[config.mk]
export PLATFORM = sky130hd
export DESIGN_NAME = fetch_buffer
export DESIGN_NICKNAME = d
export VERILOG_FILES = /design/src/rtl/fetch_buffer.sv
export SDC_FILE = /design/constraint.sdc
export NUM_CORES = 1
export LEC_CHECK = 0
export BUFFER_PORTS_ARGS = -buffer_cell sky130_fd_sc_hd__buf_2
export CORE_MARGIN = 10
export CORE_UTILIZATION = 50
export DETAILED_ROUTE_END_ITERATION = 16
export PLACE_DENSITY = 0.69
export SLEW_MARGIN = 25
export SYNTH_ARGS = -nofsm -noshare
export SYNTH_HDL_FRONTEND = slang
export SYNTH_SLANG_ARGS = --single-unit
[constraint.sdc]
create_clock -name clock -period 10.35 [get_ports clock]
set_input_delay 2.5875 -clock clock [delete_from_list [all_inputs] [get_ports clock]]
set_output_delay 2.5875 -clock clock [all_outputs]
set_load 0.05 [all_outputs]
[src/rtl/fetch_buffer.sv]
// Instruction prefetch buffer: keeps a circular queue of 16-bit halfwords ahead of the fetch
// stage and assembles a 32-bit or zero-extended compressed instruction for the presented PC.
module fetch_buffer #(
    parameter int DEPTH = 8
) (
    input  logic        clock,
    input  logic        reset,
    input  logic        fetchbuffer_in_mem_valid,
    input  logic        fetchbuffer_in_mem_fence,
    input  logic        fetchbuffer_in_mem_spec,
    input  logic [31:0] fetchbuffer_in_mem_addr,
    output logic        fetchbuffer_out_mem_ready,
    output logic [31:0] fetchbuffer_out_mem_rdata,
    output logic        imem_in_mem_valid,
    output logic        imem_in_mem_instr,
    output logic        imem_in_mem_spec,
    output logic        imem_in_mem_fence,
    output logic [31:0] imem_in_mem_addr,
    output logic [31:0] imem_in_mem_wdata,
    output logic [3:0]  imem_in_mem_wstrb,
    input  logic        imem_out_mem_ready,
    input  logic [31:0] imem_out_mem_rdata
);

    localparam int AW = $clog2(DEPTH);
    localparam int CW = AW + 1;

    logic [15:0]   buf_q [DEPTH];
    logic [15:0]   buf_d [DEPTH];
    logic [AW-1:0] rptr_q, rptr_d, wptr_q, wptr_d;
    logic [CW-1:0] count_q, count_d;
    logic [31:0]   head_addr_q, head_addr_d;
    logic [31:0]   fetch_addr_q, fetch_addr_d;
    logic          pend_q, pend_d, drop_q, drop_d, skip_q, skip_d, init_q, init_d;
    logic          req_valid_q, req_valid_d;
    logic [31:0]   req_addr_q, req_addr_d;

    logic [31:0]   off;
    logic          off_ok;
    logic [1:0]    pop_n;
    logic [CW-1:0] pop_cnt;
    logic          redirect;
    logic          resp;
    logic [AW-1:0] h0_idx, h1_idx;
    logic [15:0]   h0, h1;
    logic          is32, has_h0, has_h1;

    // Distance of the requested PC from the queue head; only 0, 2 or 4 bytes is a sequential fetch.
    assign off      = fetchbuffer_in_mem_addr - head_addr_q;
    assign off_ok   = (off == 32'd0) || (off == 32'd2) || (off == 32'd4);
    assign pop_n    = off[2:1];
    assign pop_cnt  = CW'(pop_n);
    assign redirect = fetchbuffer_in_mem_valid &&
                      (fetchbuffer_in_mem_spec || fetchbuffer_in_mem_fence || !init_q ||
                       !off_ok || (pop_cnt > count_q));
    assign resp     = imem_out_mem_ready && pend_q;

    assign h0_idx = rptr_q + AW'(pop_n);
    assign h1_idx = h0_idx + AW'(1);
    assign h0     = buf_q[h0_idx];
    assign h1     = buf_q[h1_idx];
    assign is32   = (h0[1:0] == 2'b11);
    assign has_h0 = count_q > pop_cnt;
    assign has_h1 = count_q > (pop_cnt + CW'(1));

    always_comb begin
        // NOTE: every output gets a default first so no path through the block infers a latch.
        fetchbuffer_out_mem_ready = 1'b0;
        fetchbuffer_out_mem_rdata = 32'd0;
        if (fetchbuffer_in_mem_valid && !redirect && has_h0 && (!is32 || has_h1)) begin
            fetchbuffer_out_mem_ready = 1'b1;
            fetchbuffer_out_mem_rdata = is32 ? {h1, h0} : {16'h0000, h0};
        end
    end

    always_comb begin
        buf_d        = buf_q;
        rptr_d       = rptr_q;
        wptr_d       = wptr_q;
        count_d      = count_q;
        head_addr_d  = head_addr_q;
        fetch_addr_d = fetch_addr_q;
        pend_d       = pend_q;
        drop_d       = drop_q;
        skip_d       = skip_q;
        init_d       = init_q;
        req_addr_d   = req_addr_q;
        req_valid_d  = 1'b0;

        if (redirect) begin
            // A response landing in this cycle belongs to the old stream and is simply lost.
            count_d      = '0;
            rptr_d       = wptr_q;
            head_addr_d  = fetchbuffer_in_mem_addr;
            fetch_addr_d = {fetchbuffer_in_mem_addr[31:2], 2'b00};
            skip_d       = fetchbuffer_in_mem_addr[1];
            pend_d       = pend_q && !resp;
            drop_d       = pend_q && !resp;
            init_d       = 1'b1;
        end else begin
            if (fetchbuffer_in_mem_valid) begin
                rptr_d      = rptr_q + AW'(pop_n);
                head_addr_d = head_addr_q + off;
                count_d     = count_q - pop_cnt;
            end
            if (resp) begin
                pend_d = 1'b0;
                if (drop_q) begin
                    drop_d = 1'b0;
                end else begin
                    fetch_addr_d = fetch_addr_q + 32'd4;
                    if (skip_q) begin
                        buf_d[wptr_q] = imem_out_mem_rdata[31:16];
                        wptr_d        = wptr_q + AW'(1);
                        count_d       = count_d + CW'(1);
                        skip_d        = 1'b0;
                    end else begin
                        buf_d[wptr_q]           = imem_out_mem_rdata[15:0];
                        buf_d[wptr_q + AW'(1)]  = imem_out_mem_rdata[31:16];
                        wptr_d                  = wptr_q + AW'(2);
                        count_d                 = count_d + CW'(2);
                    end
                end
            end
        end

        // Issue only with room for a full word so a response can never overflow the queue.
        if (!pend_d && init_d && (count_d <= CW'(DEPTH - 2))) begin
            req_valid_d = 1'b1;
            req_addr_d  = fetch_addr_d;
            pend_d      = 1'b1;
        end
    end

    always_ff @(posedge clock or negedge reset) begin
        if (!reset) begin
            rptr_q       <= '0;
            wptr_q       <= '0;
            count_q      <= '0;
            head_addr_q  <= '0;
            fetch_addr_q <= '0;
            pend_q       <= 1'b0;
            drop_q       <= 1'b0;
            skip_q       <= 1'b0;
            init_q       <= 1'b0;
            req_valid_q  <= 1'b0;
            req_addr_q   <= '0;
        end else begin
            // NOTE: non-blocking assignments so every flop samples the pre-edge values.
            rptr_q       <= rptr_d;
            wptr_q       <= wptr_d;
            count_q      <= count_d;
            head_addr_q  <= head_addr_d;
            fetch_addr_q <= fetch_addr_d;
            pend_q       <= pend_d;
            drop_q       <= drop_d;
            skip_q       <= skip_d;
            init_q       <= init_d;
            req_valid_q  <= req_valid_d;
            req_addr_q   <= req_addr_d;
        end
    end

    // NOTE: queue storage is not reset; count gates every read, so stale entries are never used.
    always_ff @(posedge clock) begin
        buf_q <= buf_d;
    end

    assign imem_in_mem_valid = req_valid_q;
    assign imem_in_mem_addr  = req_addr_q;
    assign imem_in_mem_instr = 1'b1;
    assign imem_in_mem_spec  = 1'b0;
    assign imem_in_mem_fence = 1'b0;
    assign imem_in_mem_wdata = 32'd0;
    assign imem_in_mem_wstrb = 4'd0;

endmodule

# Yosys cells after proc, flatten, opt, wreduce, memory -nomap -nowiden
# Index checks and enable logic that the tools add are counted.
[totals]
ff_bits = 239
output_inout_bits = 105
wordCells = 119
inputBits = 70
[classes]
eq_ne = 4
mux = 41
n_addsub = 11
bitwise = 6
n_reduce_logical = 28
magnitude_cmp = 10
[ops]
columns = ["op", "n"]
rows = [
  ["$bwmux 128", 3],
  ["$mux 32", 7],
  ["$mux 128", 1],
  ["$bmux 16 s3", 2],
  ["$demux 16 s3", 2],
  ["$mux 16", 6],
  ["$add 32x3->32 const B", 1],
  ["$add 32x32->32", 1],
  ["$eq 32x2->1 const B", 1],
  ["$eq 32x3->1 const B", 1],
  ["$logic_not 32->1", 1],
  ["$sub 32x32->32", 1],
  ["$mux 4", 6],
  ["$ge 4x4->1 const B", 4],
  ["$not 3->4", 4],
  ["$mux 1", 11],
  ["$logic_and 1x1->1", 10],
  ["$mux 3", 3],
  ["$lt 4x1->1 const B", 2],
  ["$logic_or 1x1->1", 7],
  ["$add 3x1->3 const B", 2],
  ["$logic_not 1->1", 6],
  ["$add 4x1->4 const B", 1],
  ["$add 4x2->4 const B", 1],
  ["other kinds (14)", 16],
]

# Longest topological paths before layout
# Gate-level depths: netlist of run 1.
[logic_depth]
word_depth = 17
ltp_mapped = 21
mapped_depth_nobuf = 21

# Least setup slack after synthesis of run 1
# Ideal clock, no wire load.
[synth_path]
path_kind = "input to output"
start = "input fetchbuffer_in_mem_addr[0]"
end = "output fetchbuffer_out_mem_rdata[21]"
n_path_buf = 5
slack_ns = 0.651
stages = 16
required_time_ns = 7.763
t_arrival_ns = 7.111
path_cell_list = "inv_1 > ha_1 > fa_1 > inv_1 > ha_1 > inv_1 > fa_1 > clkbuf_1 > clkbuf_1 > clkbuf_1 > inv_1 > ha_1 > buf_1 > clkbuf_1 > mux2i_1 > nor2_1"
[synth_between]
elab_chain_len = 13
word_cells_on_any_way = 33
cone_classes = "add/sub (4); order compare (3); eq/ne (3); mux (8); bitwise (2); reduce/logical (13)"
[synth_lines]
columns = ["element", "line", "source"]
rows = [
  ["start, declared", "11", "input logic [31:0] fetchbuffer_in_mem_addr,"],
  ["$sub 32x32->32 (*)", "49", "assign off = fetchbuffer_in_mem_addr - head_addr_q;"],
  ["parallel branches: the longest is 11 deep, another holds $add 3x2->3", "n/a", ""],
  ["$mux 32 (*)", "70", "if (fetchbuffer_in_mem_valid && !redirect && has_h0 && (!is32 || has_h1)) begin"],
  ["end, declared", "13", "output logic [31:0] fetchbuffer_out_mem_rdata,"],
]
# Every way passes the cells marked *. The select of a mux whose other input is x is not followed.

# Final worst setup path of run 1
[layout_path]
start = "input fetchbuffer_in_mem_addr[0]"
end = "output fetchbuffer_out_mem_rdata[3]"
[layout_between]
elab_chain_len = 13
word_cells_on_any_way = 28
cone_classes = "add/sub (3); order compare (3); eq/ne (3); mux (5); bitwise (1); reduce/logical (13)"
[layout_lines]
columns = ["element", "line"]
rows = [
  ["$sub 32x32->32 (*)", "49"],
  ["parallel branches: the longest is 11 deep, another holds $add 3x2->3", "n/a"],
  ["$mux 32 (*)", "70"],
]
# Marks and branches as above.

==> impl_results.md, run 1 <==
* Outcome: complete, no violations
* Postcts setup bufs at 0
* Setup WS pre-CTS at between 700 and 800 ps
* Post-synth EDFFs at 128
* Vias in the first global route at 14,900
* Htree depth at 1
* Max-Cap Viols at 0
* CP Capture Type: output pin
* Seq pwr share at 0.241
* Async S/R FF share, synth at 0.4644
* First-pass GRT wire length at between 80,000 and 90,000 µm
* Drt drc at 0
* Share of power burned in combinational logic at 0.564
* Final wirelength at 54,530 µm
* Cell taking the most area after synthesis: edfxtp_1
* Tightest Pin Transition at ~1100 ps
* Area after DPL at around 0.019 mm²
* Leakage power at between 7 and 8 nW
* PwrDens at 280.1 mW/mm²
* Crit path largest cell delay at approximately 800 ps
* Hold Path Class: reg -> reg
* WP depth at 16
* Period Utilization, post-route at 0.9385
* Critical Path Sink: fetchbuffer_out_mem_rdata[3]
* Final Slew Violations at 0
* Worst setup path category: in -> out
* Final net count at around 2,000
* CTS tree: done
* Hold buffers post-CTS at 0
* DIE WIDTH at between 200 and 250 µm
* Cell Area, Synth at roughly 0.018 mm²
* Total Neg Setup Slack at 0 ps
* Crit-path most repeated cell: inv_1
* Crit path time final at 9713 ps
* Reg-to-reg critical path endpoint: head_addr_q[29]$_DFFE_PN0P_
* Data arrival time of the critical path at a little over 7000 ps
* Synth area leaders: edfxtp_1, dfrtp_1, mux4_2
* Crit path required time at 7760 ps
* Initial DRT Pass Iterations at 5
* Area of the core at about 0.035 mm²
* Pint at between 0.003 and 0.004 W
* Dpl hpwl at 37,710 µm
* Crit-path cells: buf_2 -> inv_1 -> ha_1 -> fa_1 -> inv_1 -> ha_4 -> inv_1 -> fa_1 -> buf_4 -> mux4_2 -> mux2i_1 -> nor2_1 -> a21oi_1 -> o211ai_4 -> a21oi_1 -> buf_2
* Synth Flop Type: edfxtp_1
* Yosys top cell area share at 0.2156
* Cts bufs inserted at 28
* Vias per inst at 6.472
* Yosys Warn Count at 0
* Switch share at 0.4508
* Maximum VDD drop at 0.2099 mV
* Post-cts sizing count at 0
* Reg2Reg Setup Slack at between 4000 and 5000 ps
* Number of routed nets with antenna violations at 0
* Mapped Cells at between 1,500 and 2,000
* RSZ-0062 raised after global routing: false
* Clock transition at the registers of the reported paths at ~60 ps
* Placer Congestion at around 0.96
* Register area share after synthesis at 0.3714
* Post-route design area at around 0.02 mm²
* Die area at ~0.044 mm²
* Slowest cell on the critical path: fa_1
* R2R cell count at 20
* Clk buf depth at 3
* Initial DRC count at between 1,000 and 1,500
* Die Y at 208.8 µm
* Post-synth cell types at slightly below 90
* Share of post-route cells with drive strength above 1 at 0.1752
* Switch Pwr at approximately 0.0025 W
* Clk network pwr share at 0.194
* WL/cell at 23.11 µm
* Via count of the routed design at about 15,000
* Core Rows at a little under 70
* FF-to-FF Start: head_addr_q[0]$_DFFE_PN0P_
* Largest net degree at the start of global routing at 93
* # IOs at 175
* IO buf count at approximately 140
* # clock sinks at about 240
* Startpoint Class: input pin
* Critical Path Start: fetchbuffer_in_mem_addr[0]
* Initial core utilization at 0.5037
* CP Buf/Inv Count at 6
* CTS Root Cell: clkbuf_16
* Hold violation count in the final report at 0
* Clk_lat worst skew at 610 ps
* Largest fanout on the critical path at 17
* Area delta synth->final at 10.08%
* Antenna violations before repair at 4
* #FFs+latches synth at approximately 240
* CP top delay family: adder cells
* Slew margin rel. at 0.2359
* Mapped Avg Cell Area at about 9.7 µm²
* Total global routing track utilization at 0.2385
* Min setup slack post-route at 636.8 ps
* Remaining Overflow, GRT at 0
* Fin Clk Skew at between 60 and 70 ps
* Setup Viol. Count Final at 0
* Max Freq at about 100 MHz
area by class of cell:
class                      instances  area (µm²)
tap                              461       576.8
clock buffer                      30       708.2
antenna                            3       7.507
timing repair buffer             159       874.6
sequential                       239        6623
multi-input combinational       1342       10160
clock inverter                    20       281.5
fill                            3136       15770
inverter                         105       394.1
cells by family (layout without fill, tap and decap cells):
logic type / Yosys count / in the layout / synth area share
compound gates: 552 / 552 / 0.2221
xor+xnor: 80 / 80 / 0.03972
flops: 239 / 239 / 0.3714
simple gates: 480 / 480 / 0.1267
buf+inv: 289 / 314 / 0.07396
mux: 108 / 108 / 0.1058
fa+ha+maj: 83 / 83 / 0.05993
other cells: 2 / 42 / 0.0004212
cells in the mapped netlist, drive strengths merged (5+ instances only):
| master | count |
|---|---|
| o22ai | 69 |
| a21oi | 123 |
| a22oi | 66 |
| nor2 | 125 |
| a211oi | 12 |
| a22o | 66 |
| nand2 | 170 |
| mux2i | 41 |
| o211ai | 13 |
| nand3 | 43 |
| a21boi | 5 |
| nand2b | 18 |
| ha | 79 |
| mux4 | 64 |
| dfrtp | 111 |
| or3 | 9 |
| nand4 | 21 |
| xor2 | 35 |
| and2 | 17 |
| clkbuf | 91 |
| and3 | 15 |
| nor2b | 10 |
| a21o | 21 |
| nor3 | 21 |
| o2111ai | 6 |
| edfxtp | 128 |
| and4 | 7 |
| o221ai | 53 |
| buf | 93 |
| o21ai | 60 |
| inv | 105 |
| xnor2 | 45 |
| o21bai | 5 |
| o21a | 13 |
placed cells by master, fill, tap and decap left out, types with 28 or more instances in the layout:
cell,n
o221ai_1,43
inv_1,105
mux4_2,64
edfxtp_1,128
mux2i_1,41
a21oi_1,114
o22ai_1,69
xor2_1,34
clkbuf_16,28
o21ai_0,49
nand2_1,170
dfrtp_1,110
xnor2_1,43
a22o_1,66
nor2_1,122
ha_1,78
buf_2,134
a22oi_1,66
conb_1,39
nand3_1,43
per-stage QoR:
step / std cells / total power [W] / util / hold WS, ps
6_report: 2359 / 0.005498 / 0.5545 / 480.6
5_1_grt: 2356 / 0.005764 / 0.5543 / 500.0
4_1_cts: 2356 / 0.005439 / 0.5537 / 486.7
3_5_place_dp: 2306 / 0.004371 / 0.5258 / 469.5
3_3_place_gp: 2306 / 0.004310 / 0.5255 / 462.6
2_1_floorplan: 1870 / 0.003558 / - / 449.4
state kept, by name, summed over array words and instances, names as in the netlist, 3 cells and up:
signal and flops:
wptr_q 3, imem_in_mem_addr 32, count_q 4, buf_q 128
fetch_addr_q 32, head_addr_q 32, rptr_q 3
routing by layer:
metal | wire [µm] | global-route usage | part of all wire | vias to the layer above
li1 | - | - | - | 6930
met1 | 21330 | 0.2972 | 0.39 | 7421
met2 | 26180 | 0.4031 | 0.48 | 782
met3 | 5313 | 0.05368 | 0.097 | 131
met4 | 1674 | 0.07442 | 0.031 | 4
met5 | 32 | 0 | 0.00059 | -
worst min path at each step:
stage	depth (start not counted)	startpoint	slack, ps	end
finish	2	imem_in_mem_addr[5]$_DFFE_PN0P_	480	imem_in_mem_addr[5]$_DFFE_PN0P_
global route	2	imem_in_mem_addr[14]$_DFFE_PN0P_	500	imem_in_mem_addr[14]$_DFFE_PN0P_
CTS	2	imem_in_mem_addr[20]$_DFFE_PN0P_	490	imem_in_mem_addr[20]$_DFFE_PN0P_
detailed placement	2	imem_in_mem_addr[30]$_DFFE_PN0P_	470	imem_in_mem_addr[30]$_DFFE_PN0P_
global placement	2	imem_in_mem_addr[15]$_DFFE_PN0P_	460	imem_in_mem_addr[15]$_DFFE_PN0P_
floorplan	1	init_q$_DFF_PN0_	450	init_q$_DFF_PN0_
worst reg2reg max path: stages, from the launching register on:
cell      delay [ps]
dfrtp_1          400
ha_1             260
fa_1             480
nor2b_1          280
o21a_1           290
o211a_1          190
o21ai_0          180
a21boi_0         320
nor2_1           160
ha_1             390
and3_1           240
nand2_1           80
or4_1            500
a31oi_1          300
o22a_1           310
o21ai_0          150
a21boi_0         340
o221ai_1         320
xnor2_1          220
nand3_1          110
o221ai_1         120
power by group through the flow:
stage	combinational [W]	sequential (W)	clock, W
after global routing	0.00331	0.00134	0.00111
after floorplan	0.00204	0.00151	0
after detailed placement	0.00303	0.00134	0
final	0.00310	0.00133	0.00107
after global placement	0.00298	0.00133	0
after CTS	0.00304	0.00133	0.00107
Power figures use the tool's default switching activity.
==> run 2: changes to the inputs <==
Settings changed: RECOVER_POWER set to 100.
==> run 2 against run 1 <==
Effect of this change: the flow now finishes with violations (capacitance limit, slew limit); flip-flop and latch count unchanged; combinational power barely moved; clock skew up 1.5 ps; sequential share of layout area increased by 0.42 points; setup slack got worse by 160 ps; power fell by 0.66%; core utilization decreased by 0.69 points; global-route usage stayed put; critical path type unchanged; largest cell class unchanged; largest power group unchanged.
==> impl_results.md, run 2 (synthesis results as in run 1) <==
* Die area at approximately 0.044 mm²
* Tightest Pin Transition at ~4000 ps
* Area of the core at roughly 0.035 mm²
* Wl on met1 at around 21,000 µm
* Failing checks: capacitance limit, slew limit
* First-pass GRT wire length at roughly 84,000 µm
* Final Slew Violations at 373
* Slew margin rel. at -1.735
* Htree depth at 1
* Slowest cell on the critical path: fa_1
* Fin Clk Skew at approximately 67 ps
* Wire length on met3 at 5477 µm
* Period Utilization, post-route at 0.9539
* RSZ-0062 raised after global routing: false
* Post-cts sizing count at 0
* CP Capture Type: output pin
* Share of post-route cells with drive strength above 1 at 0.1277
* Placed cells at approximately 2,300
* Total global routing track utilization at 0.2385
* Total Neg Setup Slack at 0 ps
* Clk buf depth at 3
* # clock sinks at around 240
* Antenna violations before repair at 4
* CTS Root Cell: clkbuf_16
* Largest Register: buf_q
* Via count of the routed design at 15,200
* Max reg flops at about 130
* Remaining Overflow, GRT at 0
* Data arrival time of the critical path at ~7300 ps
* Initial DRC count at ~1,500
* Final Non-Filler Cells at approximately 2,400
* Commonest cells after routing, fill and taps aside: nand2_1, edfxtp_1, nor2_1
* Dpl hpwl at 37,710 µm
* Vias in the first global route at between 10,000 and 15,000
* DIE WIDTH at about 210 µm
* Setup Viol. Count Final at 0
* Startpoint Class: input pin
* Wire length on met2 at between 20,000 and 30,000 µm
* Crit path largest cell delay at ~800 ps
* Crit path required time at around 7800 ps
* Die Y at approximately 210 µm
* Top Metal Used: met5
* Area delta synth->final at 8.723%
* Outcome: finished with violations
* Hold violation count in the final report at 0
* Most common cell after layout, fill and taps aside: nand2_1
* Hold Path Class: reg -> reg
* PwrDens at 281.7 mW/mm²
* Fillers at between 3,000 and 4,000
* Final net count at around 2,000
* Cts bufs inserted at 28
* Max-Cap Viols at 10
* Crit-path cells: buf_2 -> inv_1 -> ha_1 -> fa_1 -> inv_1 -> ha_4 -> inv_1 -> fa_1 -> buf_4 -> mux4_2 -> mux2i_1 -> nor2_1 -> a21oi_1 -> o211ai_4 -> a21oi_1 -> clkbuf_1
* Crit-path most repeated cell: inv_1
* Core Rows at 69
* WL/cell at ~23 µm
* Crit path time final at just under 10,000 ps
* Clock transition at the registers of the reported paths at about 60 ps
* Largest fanout on the critical path at 17
* Leakage power at between 7 and 8 nW
* Max Freq at between 100 and 150 MHz
* Drt drc at 0
* Maximum VDD drop at roughly 0.21 mV
* Hold buffers post-CTS at 0
* Initial DRT Pass Iterations at 6
* Worst setup path category: in -> out
* Number of routed nets with antenna violations at 0
* # IOs at between 150 and 200
* Largest net degree at the start of global routing at 93
* Initial core utilization at 0.5037
* Power, Total at about 0.0055 W
* IO buf count at approximately 140
* Vias per inst at approximately 6.4
* Placer Congestion at 0.9571
* Clk_lat worst skew at 610 ps
* Postcts setup bufs at 0
* CTS tree: done
* Final wirelength at between 50,000 and 60,000 µm
[run 2: changes by cell type in the layout (fill, tap and decap cells not counted), sizes merged]
cell    previous run  this run
buf              159        90
clkbuf            30        99
[run 2: critical path, delay by kind of cell]
kind                     cells  cell delay, ps
buffers and inverters        6            1270
multiplexers                 2             660
AND/OR/NAND/NOR              1             160
AO/OA/AOI/OAI                3             860
adder cells (fa/ha/maj)      4            1720
[run 2: layer usage]
layer	GRT usage	vias to the layer above
met4	0.07442	4
met2	0.4031	826
met3	0.05368	153
li1	-	6921
met1	0.2972	7299
met5	0	-
[run 2: report_power, final]
| part | total, W | switching, W | internal, W |
|---|---|---|---|
| sequential | 0.00133 | 0.000111 | 0.00122 |
| clock | 0.00106 | 0.000437 | 0.000628 |
| combinational | 0.00307 | 0.00191 | 0.00115 |
| total | 0.00546 | 0.00246 | 0.00300 |
[run 2: worst paths after layout]
kind / cells past startpoint / slack, ps / from / to
max: 16 / 480 / fetchbuffer_in_mem_addr[0] / fetchbuffer_out_mem_rdata[8]
min: 2 / 480 / imem_in_mem_addr[20]$_DFFE_PN0P_ / imem_in_mem_addr[20]$_DFFE_PN0P_
max reg2reg: 15 / 2860 / head_addr_q[0]$_DFFE_PN0P_ / imem_in_mem_addr[23]$_DFFE_PN0P_
min reg2reg: 2 / 480 / imem_in_mem_addr[20]$_DFFE_PN0P_ / imem_in_mem_addr[20]$_DFFE_PN0P_
max in group asynchronous: 2 / 2920 / reset / head_addr_q[28]$_DFFE_PN0P_
min in group asynchronous: 1 / 2620 / reset / head_addr_q[3]$_DFFE_PN0P_
[run 2: area by class of cell]
class,count,area [µm²],share of cell area
Timing Repair Buffer,159,767.0,0.03957
Multi-Input combinational cell,1342,10030,0.5173
Inverter,105,394.1,0.02033
Antenna cell,3,7.507,0.0003873
Tap cell,461,576.8,0.02976
Clock inverter,20,281.5,0.01452
Clock buffer,30,708.2,0.03653
Sequential cell,239,6621,0.3416
[run 2: per-stage QoR]
| stage | hold WS [ps] | utilization | area, µm² | worst slack, ps |
|---|---|---|---|---|
| 2_1_floorplan | 449.4 | - | 17970 | 651.4 |
| 3_3_place_gp | 462.6 | 0.5255 | 18600 | 940.5 |
| 3_5_place_dp | 469.5 | 0.5258 | 18610 | 784.4 |
| 4_1_cts | 486.7 | 0.5537 | 19600 | 772.7 |
| 5_1_grt | 505.0 | 0.5474 | 19380 | 252.6 |
| 6_report | 484.3 | 0.5476 | 19380 | 476.9 |
